File: config.mk
export PLATFORM = sky130hd
export DESIGN_NAME = input_debouncer
export DESIGN_NICKNAME = d
export VERILOG_FILES = /design/src/rtl/input_debouncer_pkg.sv /design/src/rtl/input_debouncer_bit_synchronizer.sv /design/src/rtl/input_debouncer.sv
export SDC_FILE = /design/constraint.sdc
export NUM_CORES = 1
export LEC_CHECK = 0
export CORE_AREA = 3 3 40 42
export DETAILED_ROUTE_END_ITERATION = 12
export DIE_AREA = 0 0 43 45
export PLACE_DENSITY_LB_ADDON = 0.2
export SYNTH_ARGS = -nofsm -noshare
export SYNTH_HDL_FRONTEND = slang
export SYNTH_HIERARCHICAL = 1
export SYNTH_SLANG_ARGS = --single-unit
File: constraint.sdc
create_clock -name clk -period 3.35 [get_ports clk]
set_input_delay 0.335 -clock clk [delete_from_list [all_inputs] [get_ports clk]]
set_output_delay 0.335 -clock clk [all_outputs]
set_load 0.02 [all_outputs]
File: src/rtl/input_debouncer_pkg.sv
// debounce_pkg: shared types and helpers for the input debouncer.
//   debounce_state_t : stability FSM states
//   cnt_width()      : width of the qualification counter for a given STABLE_CYCLES
package debounce_pkg;

  typedef enum logic [1:0] {
    STABLE_LO,
    PEND_HI,
    STABLE_HI,
    PEND_LO
  } debounce_state_t;

  // Wide enough to hold 0..stable_cycles.
  function automatic int unsigned cnt_width(input int unsigned stable_cycles);
    return $clog2(stable_cycles + 1);
  endfunction

endpackage

File: src/rtl/input_debouncer_bit_synchronizer.sv
// bit_synchronizer: multi-flop synchronizer for a single asynchronous bit.
//   clk : destination clock
//   rst : synchronous active-high reset; every stage loads RESET_VALUE
//   d   : asynchronous input
//   q   : synchronized output (last stage), valid STAGES edges after d settles
module bit_synchronizer #(
  parameter int unsigned STAGES      = 2,
  parameter bit          RESET_VALUE = 1'b0
) (
  input  logic clk,
  input  logic rst,
  input  logic d,
  output logic q
);

  logic [STAGES-1:0] chain;

  always_ff @(posedge clk) begin
    if (rst) begin
      chain <= {STAGES{RESET_VALUE}};
    end else begin
      chain <= {chain[STAGES-2:0], d};
    end
  end

  assign q = chain[STAGES-1];

endmodule

File: src/rtl/input_debouncer.sv
// input_debouncer: turns a raw, bouncing asynchronous input into a clean level.
// The input is synchronized, then a stability FSM only accepts a level change
// once the synchronized input has held the new level for STABLE_CYCLES clocks.
//   clk       : single clock
//   rst       : synchronous active-high reset
//   a         : raw asynchronous input
//   debounced : registered clean level
//   busy      : high while a candidate change is being qualified
//   glitch    : registered one-cycle pulse when a pending change is abandoned
module input_debouncer
  import debounce_pkg::*;
#(
  parameter int unsigned SYNC_STAGES   = 2,
  parameter int unsigned STABLE_CYCLES = 4,
  parameter bit          RESET_VALUE   = 1'b0
) (
  input  logic clk,
  input  logic rst,
  input  logic a,
  output logic debounced,
  output logic busy,
  output logic glitch
);

  localparam int unsigned     CW          = cnt_width(STABLE_CYCLES);
  localparam logic [CW-1:0]   CNT_LAST    = CW'(STABLE_CYCLES - 1);
  localparam debounce_state_t RESET_STATE = RESET_VALUE ? STABLE_HI : STABLE_LO;

  logic            a_sync;
  debounce_state_t state, state_n;
  logic [CW-1:0]   cnt, cnt_n;
  logic            debounced_n;
  logic            glitch_n;

  bit_synchronizer #(
    .STAGES      (SYNC_STAGES),
    .RESET_VALUE (RESET_VALUE)
  ) u_sync (
    .clk (clk),
    .rst (rst),
    .d   (a),
    .q   (a_sync)
  );

  // State, counter and output registers.
  always_ff @(posedge clk) begin
    if (rst) begin
      state     <= RESET_STATE;
      cnt       <= '0;
      debounced <= RESET_VALUE;
      glitch    <= 1'b0;
    end else begin
      state     <= state_n;
      cnt       <= cnt_n;
      debounced <= debounced_n;
      glitch    <= glitch_n;
    end
  end

  // Next-state logic. The first differing sample counts as cycle 1, so a
  // change is accepted on the sample where cnt already equals STABLE_CYCLES-1.
  always_comb begin
    state_n     = state;
    cnt_n       = cnt;
    debounced_n = debounced;
    glitch_n    = 1'b0;
    unique case (state)
      STABLE_LO: begin
        if (a_sync) begin
          if (STABLE_CYCLES == 1) begin
            state_n     = STABLE_HI;
            debounced_n = 1'b1;
          end else begin
            state_n = PEND_HI;
            cnt_n   = CW'(1);
          end
        end
      end
      PEND_HI: begin
        if (!a_sync) begin
          state_n  = STABLE_LO;
          cnt_n    = '0;
          glitch_n = 1'b1;
        end else if (cnt == CNT_LAST) begin
          state_n     = STABLE_HI;
          cnt_n       = '0;
          debounced_n = 1'b1;
        end else begin
          cnt_n = cnt + CW'(1);
        end
      end
      STABLE_HI: begin
        if (!a_sync) begin
          if (STABLE_CYCLES == 1) begin
            state_n     = STABLE_LO;
            debounced_n = 1'b0;
          end else begin
            state_n = PEND_LO;
            cnt_n   = CW'(1);
          end
        end
      end
      PEND_LO: begin
        if (a_sync) begin
          state_n  = STABLE_HI;
          cnt_n    = '0;
          glitch_n = 1'b1;
        end else if (cnt == CNT_LAST) begin
          state_n     = STABLE_LO;
          cnt_n       = '0;
          debounced_n = 1'b0;
        end else begin
          cnt_n = cnt + CW'(1);
        end
      end
    endcase
  end

  // Outputs decoded from the registered state.
  always_comb begin
    busy = (state == PEND_HI) || (state == PEND_LO);
  end

endmodule

Word-level counts from Yosys, hierarchy flattened. Cells that the tools add are included.

Register bits after elaboration: 9. Output and inout port bits: 3. Logic and storage cells: 45.

Add/subtract/negate cells: 1. Eq/ne operators: 12. Muxes and demuxes: 21. Reductions and logical operators: 6.

Operators by type and width (number): two-way mux 3 bit (5); two-way mux 2 bit (6); case mux 3 bit (4 select lines) (1); inequality test 2 bit, second input constant (4); case mux 2 bit (4 select lines) (1); two-way mux 1 bit (6); AND reduction 5 bit (1); equality test 2 bit, second input constant (2); inequality test 2 x 1 -> 1 bit, second input constant (2); case mux 1 bit (2 select lines) (2); AND reduction 4 bit (1); adder 3 x 1 -> 3 bit, second input constant (1); equality test 3 x 2 -> 1 bit, second input constant (1); inequality test 3 x 2 -> 1 bit, second input constant (1); inequality test 3 bit, second input constant (1); equality test 2 x 1 -> 1 bit, second input constant (1); zero test 2 bit (1); AND reduction 2 bit (1); nonzero test 2 bit (1); logical OR 1 bit (1).

Logic depth before layout (Yosys ltp). Gate-level depths: netlist of run 1.

Depth in word-level cells: 4. Gate-level depth with buffers: 4. Mapped depth without buffers: 4.

Modules after synthesis. The synthesis of run 1 kept the hierarchy.

Modules (own cells, without submodules): input_debouncer (times used 1, cells each 29, area an instance 315.3 um2, sequential area each 140.1 um2); bit_synchronizer (times used 1, cells each 4, area an instance 52.6 um2, sequential area each 40.0 um2).

Worst setup path after synthesis of run 1. OpenSTA, ideal clock, no wires.

Path type: flip-flop to flip-flop. Start point: register cnt[0]. End point: register cnt[2]. Setup time: 0.072 ns. Arrival: 1.092 ns. Path slack: 2.185 ns. Stages on the path, launching flop included: 5. Buffers on the path: 0. Cells stage by stage: dfxtp_1 > ha_1 > nand2b_1 > mux2_1 > nor3b_2.

Longest elaborated chain between the ends: 4.

RTL lines: from (decl) (RTL line input_debouncer.sv:31) `logic [CW-1:0] cnt, cnt_n;`; from (signal assigned) (RTL line input_debouncer.sv:54) `cnt <= cnt_n;`; adder 3 x 1 -> 3 bit / equality test 3 x 2 -> 1 bit (equally long branches); two-way mux 3 bit (*) (RTL line input_debouncer.sv:84, input_debouncer.sv:108); two-way mux 3 bit, on equally long branches (RTL line input_debouncer.sv:104, input_debouncer.sv:80); case mux 3 bit (4 select lines) (*) (RTL line input_debouncer.sv:67) `unique case (state)`.

Every way passes the cells marked *; elsewhere a longest branch is shown, timed or not. A chain may end at the register's enable or synchronous reset.

Final worst setup path of run 1.
Start point: register state[0]. End point: output busy.

Longest elaborated chain between the ends: 2.

RTL lines: from (decl) (RTL line input_debouncer.sv:30) `debounce_state_t state, state_n;`; from (signal assigned) (RTL line input_debouncer.sv:53) `state <= state_n;`; equality test 2 x 1 -> 1 bit / equality test 2 bit (equally long branches) (RTL line input_debouncer.sv:121) `busy = (state == PEND_HI) || (state == PEND_LO);`; logical OR 1 bit (*) (RTL line input_debouncer.sv:121); to (decl) (RTL line input_debouncer.sv:21) `output logic busy,`.

Marks and branches as above.

==> out/qor.yml, run 1 <==
setup_path:
  worstPathMaxFanout: 9
  cp_slowest_cell: "clkdlybuf4s50_1"
  cp_num_buf_inv: 1
  r2r_end: "cnt[2]"
  worst-setup-path-type: "flip-flop to primary output"
  crit_required_ns: 3.01
  cp.arrival_ns: 1.39
  crit_chain: "clkdlybuf4s50_1"
  end_kind: "primary output"
  r2r_start: "u_sync/chain[1]"
  rr_worst_depth: 3
  crit_path_end: "busy"
  startpoint: "state[0]"
  crit_path_start_kind: "flip-flop"
  critPathTopFamily: "buffers and inverters"
  cp.depth: 1
  cpPeakStageDelay_ns: 0.67
  rrSetupSlack_ns: 2.08
floorplanning:
  rows: 13
  core-area_sq_um: 1280
  start_util: 0.286
  io_pins: 6
  die-height_um: 45
  die-area_sq_um: 1940
  die_w_um: 43
clock_network:
  insertion_delay_ns: 0.26
  cts_setup_buffers: 0
  clockRootBuffer: "clkbuf_4"
  cts.reportedPaths.clkPinSlew_ns: 0.06
  cts_buffer_depth: 2
  cts-resized-gates: 0
  cts_hold_buffers: 0
  numCtsBuffers: 3
  cts.sinks: 9
  cts_tree: "built"
  htree_levels: 1
placed_design:
  dp.cells: 52
  port_buffers: 5
  gp_congestion: 0.713
timing:
  slew_headroom: 0.748
  clock.fmax_ghz: 0.580
  rsz0062_at_grt: "false"
  drv_slew: 0
  fin_crit_sh: 0.514
  tightest_slew_ns: 0.377
  hold_violations: 0
  tns_ns: 0
  final-setup-viol-count: 0
  finalCriticalPeriod_ns: 1.72
  finClkSkew_ns: 0.00274
  hold_slack_ns: 0.443
status:
  status: "finished clean"
finish:
  fillCellCount: 134
  final_cell_mix: "dfxtp_1 (9), clkdlybuf4s50_1 (5), clkbuf_4 (3)"
  instances_no_fill: 56
  num_antenna_cells: 0
  layout_commonest_cell: "dfxtp_1"
  fin_nets: 46
  drive_above_1_share: 0.171
  synthToLayoutAreaGrowth_pct: 24.8
power_and_ir_drop:
  pwr-share-comb: 0.095
  pwr-share-clk: 0.379
  intPower_w: 0.000168
  swShare: 0.229
  pwr_density_cell_nw_per_um2: 476
  pwr-share-seq: 0.526
  switching_power_w: 0.0000500
  power.leakage_nw: 0.165
  irDropWorstVdd_mv: 0.242
global_route:
  grt_max_degree: 11
  grt_pass1_wl_um: 1130
  antenna_found_initial: 0
  overflow: 0
  globalRouteTotalUtil: 0.0870
  grt_pass1_vias: 252
routing:
  routed_via_density: 4.66
  detail_route.iter0.violations: 2
  drt_pass1_iterations: 2
  dr_total_vias: 261
  drc: 0
  wl_per_cell_um: 10.4
  routed_wl_um: 583
  final_antenna_net_count: 0
logic_synthesis:
  syn_area_per_cell_sq_um: 11.1
  yosysSeqAreaShare: 0.490
  synth-seq-cells: 9
  yosysTopAreaCellShare: 0.490
  syn-num-nets: 37
  synth_cell_types: 21
  synthesis.area_sq_um: 368
  netlist_instances: 33
  synth_area_leaders: "dfxtp_1 (49%), xor2_2 (4.4%), a2111oi_2 (4.1%), nor3b_1 (4.1%), ha_1 (3.4%)"
  yosys_warnings: 6
  yosysTopAreaCell: "dfxtp_1"
min_path:
  hp-class: "flip-flop to flip-flop"
run:
  cap_violations: 0
## stage by stage
stage | total power, W | area (sq um) | utilization | worst slack, ns
6_report | 0.000218 | 459 | 0.357 | 1.63
5_1_grt | 0.000235 | 459 | 0.357 | 1.53
3_5_place_dp | 0.000139 | 433 | 0.337 | 1.86
4_1_cts | 0.000225 | 459 | 0.357 | 1.61
3_3_place_gp | 0.000138 | 433 | 0.337 | 1.91
2_1_floorplan | 0.000128 | 368 | - | 2.19
## synthesized netlist by cell type, drive strengths merged
master	number
nor3b	3
nor2b	2
or3b	1
nor2	2
nand2b	1
or2	1
xor2	1
o21ai	1
a2111oi	1
o2111ai	1
dfxtp	9
ha	1
a21oi	2
mux2i	1
nand3b	1
clkbuf	1
inv	1
mux2	1
o22ai	1
and3b	1
## worst min-delay path by stage
stage	start	cells after the start	end	slack, ns
after floorplan	rst	1	cnt[1]	0.40
after global placement	u_sync/chain[0]	1	u_sync/chain[1]	0.42
after detailed placement	u_sync/chain[0]	1	u_sync/chain[1]	0.44
after CTS	u_sync/chain[0]	1	u_sync/chain[1]	0.45
after global routing	u_sync/chain[0]	1	u_sync/chain[1]	0.46
final	u_sync/chain[0]	1	u_sync/chain[1]	0.44
## cell families (layout without fill, tap and decap cells)
| kind of cell | after synthesis | after routing | share of synthesized area |
|---|---|---|---|
| and+or+nand+nor | 12 | 12 | 0.231 |
| DFF | 9 | 9 | 0.490 |
| AOI/OAI and AO/OA | 6 | 6 | 0.122 |
| muxes | 2 | 2 | 0.0578 |
| buffers and inverters | 2 | 10 | 0.0204 |
| adders and majority gates | 1 | 1 | 0.0340 |
| xor gates and xnor gates | 1 | 1 | 0.0442 |
## cell type report
cell class                      instances  area [sq um]  area share
Sequential cell                         9           180       0.392
Multi-Input combinational cell         22           180       0.392
Timing Repair Buffer                    5          50.0       0.109
Clock buffer                            4          26.3      0.0572
Tap cell                               15          18.8      0.0409
Inverter                                1          3.75     0.00817
## metal layers
metal	GRT usage	wire length, um	vias up
met5	0	0	-
met3	0.0359	23	5
li1	-	-	135
met4	0.108	36	0
met2	0.123	263	6
met1	0.0878	260	115
## power by group through the flow
stage | Combinational [W] | Sequential, W | Clock (W)
2_1_floorplan | 0.00000824 | 0.000120 | 0
3_3_place_gp | 0.0000206 | 0.000117 | 0
3_5_place_dp | 0.0000213 | 0.000117 | 0
4_1_cts | 0.0000213 | 0.000115 | 0.0000888
5_1_grt | 0.0000228 | 0.000115 | 0.0000967
6_report | 0.0000208 | 0.000115 | 0.0000828
Power figures use the tool's default switching activity.
==> run 2: changes to the inputs <==
Clock period 3.35 ns to 1.8 ns, I/O delays scaled along.
==> run 2 against run 1 <==
Against the previous run:
- sequential power is 86% higher
- core utilization stayed put
- power is 88% higher
- clock power is 91% higher
- largest power group unchanged
==> out/qor.yml, run 2 (same netlist as run 1, synthesis figures left out) <==
timing:
  slew_headroom: 0.746
  final-setup-viol-count: 0
  clock.fmax_ghz: 0.631
  hold_violations: 0
  finalCriticalPeriod_ns: 1.58
  rsz0062_at_grt: "false"
  fin_crit_sh: 0.880
  drv_slew: 0
  setup_slack_ns: 0.216
  tns_ns: 0
  tightest_slew_ns: 0.381
  finClkSkew_ns: 0.00631
clock_network:
  cts_tree: "built"
  cts_setup_buffers: 0
  cts_buffer_depth: 2
  cts_hold_buffers: 0
  numCtsBuffers: 3
  cts.reportedPaths.clkPinSlew_ns: 0.06
  cts.sinks: 9
  htree_levels: 1
  cts-resized-gates: 0
  clockRootBuffer: "clkbuf_4"
  insertion_delay_ns: 0.26
status:
  status: "finished clean"
finish:
  register_area_sq_um: 180
  fillCellCount: 139
  postLayoutCoreUtil: 0.357
  synthToLayoutAreaGrowth_pct: 24.8
  multiInputGateArea_sq_um: 180
  final_cell_area_sq_um: 459
  drive_above_1_share: 0.171
  layout_commonest_cell: "dfxtp_1"
  final_cell_mix: "dfxtp_1 (9), clkdlybuf4s50_1 (5), clkbuf_4 (3)"
  fin_nets: 46
  num_antenna_cells: 0
placed_design:
  gp_congestion: 0.713
  dp_slack_ns: 0.470
  hpwlAfterDp_um: 441
  place_area_sq_um: 433
  port_buffers: 5
global_route:
  antenna_found_initial: 0
  grt_pass1_wl_um: 1090
  grt_max_degree: 11
  overflow: 0
  globalRouteTotalUtil: 0.0851
  grt_pass1_vias: 253
routing:
  dr_total_vias: 260
  routed_wl_um: 619
  routed_via_density: 4.64
  drt_pass1_iterations: 4
  final_antenna_net_count: 0
  detail_route.iter0.violations: 4
  wl_per_cell_um: 11.1
  drc: 0
floorplanning:
  start_util: 0.286
  io_pins: 6
  core-area_sq_um: 1280
  die-height_um: 45
  rows: 13
  die_w_um: 43
  die-area_sq_um: 1940
setup_path:
  crit_required_ns: 1.62
  critPathTopFamily: "buffers and inverters"
  cp.arrival_ns: 1.40
  worst-setup-path-type: "flip-flop to primary output"
  end_kind: "primary output"
  cp_num_buf_inv: 1
  worstPathMaxFanout: 9
  rrSetupSlack_ns: 0.54
  crit_path_start_kind: "flip-flop"
  cp_slowest_cell: "clkdlybuf4s50_1"
  cpPeakStageDelay_ns: 0.67
  crit_chain: "clkdlybuf4s50_1"
min_path:
  hp-class: "flip-flop to flip-flop"
power_and_ir_drop:
  power.leakage_nw: 0.165
  pwr_density_cell_nw_per_um2: 894
  power_w: 0.000411
  irDropWorstVdd_mv: 0.431
run:
  cap_violations: 0
-- run 2: power by group --
part	total (W)	internal, W	switching, W	leakage (nW)
clock	0.000158	0.0000855	0.0000721	0.0150
combinational	0.0000390	0.0000205	0.0000185	0.0770
sequential	0.000214	0.000208	0.00000650	0.0734
total	0.000411	0.000314	0.0000971	0.165
-- run 2: per-stage QoR --
stage / std cells / hold WS [ns]
3_3_place_gp: 52 / 0.425
2_1_floorplan: 33 / 0.249
6_report: 56 / 0.451
5_1_grt: 56 / 0.462
4_1_cts: 56 / 0.453
3_5_place_dp: 52 / 0.437
-- run 2: path summary, 6_finish.rpt --
check | start | endpoint | cells after the start
hold / removal | u_sync/chain[0] | u_sync/chain[1] | 1
hold reg to reg | u_sync/chain[0] | u_sync/chain[1] | 1
setup / recovery | state[0] | busy | 1
setup reg to reg | u_sync/chain[1] | cnt[2] | 3
-- run 2: layout make-up --
| cell class | count | share of cell area |
|---|---|---|
| sequential | 9 | 0.392 |
| multi-input combinational | 22 | 0.392 |
| timing repair buffer | 5 | 0.109 |
| clock buffer | 4 | 0.0572 |
| tap | 15 | 0.0409 |
| inverter | 1 | 0.00817 |
-- run 2: worst register-to-register path, delay by kind of cell (launching register included) --
| kind | cells | cell delay [ns] |
|---|---|---|
| XOR/XNOR | 1 | 0.29 |
| flip-flops | 1 | 0.40 |
| AND/OR/NAND/NOR | 1 | 0.14 |
| multiplexers | 1 | 0.37 |
-- run 2: routing by layer --
| layer | wire length, um | track usage |
|---|---|---|
| met5 | 0 | 0 |
| met4 | 34 | 0.108 |
| met3 | 32 | 0.0359 |
| met2 | 289 | 0.123 |
| met1 | 263 | 0.0825 |
==> run 3: changes to the inputs <==
Settings changed: SLEW_MARGIN set to 40.
==> results of run 3 <==
Same layout as run 2: the final DEF is identical, and so are final timing and power.
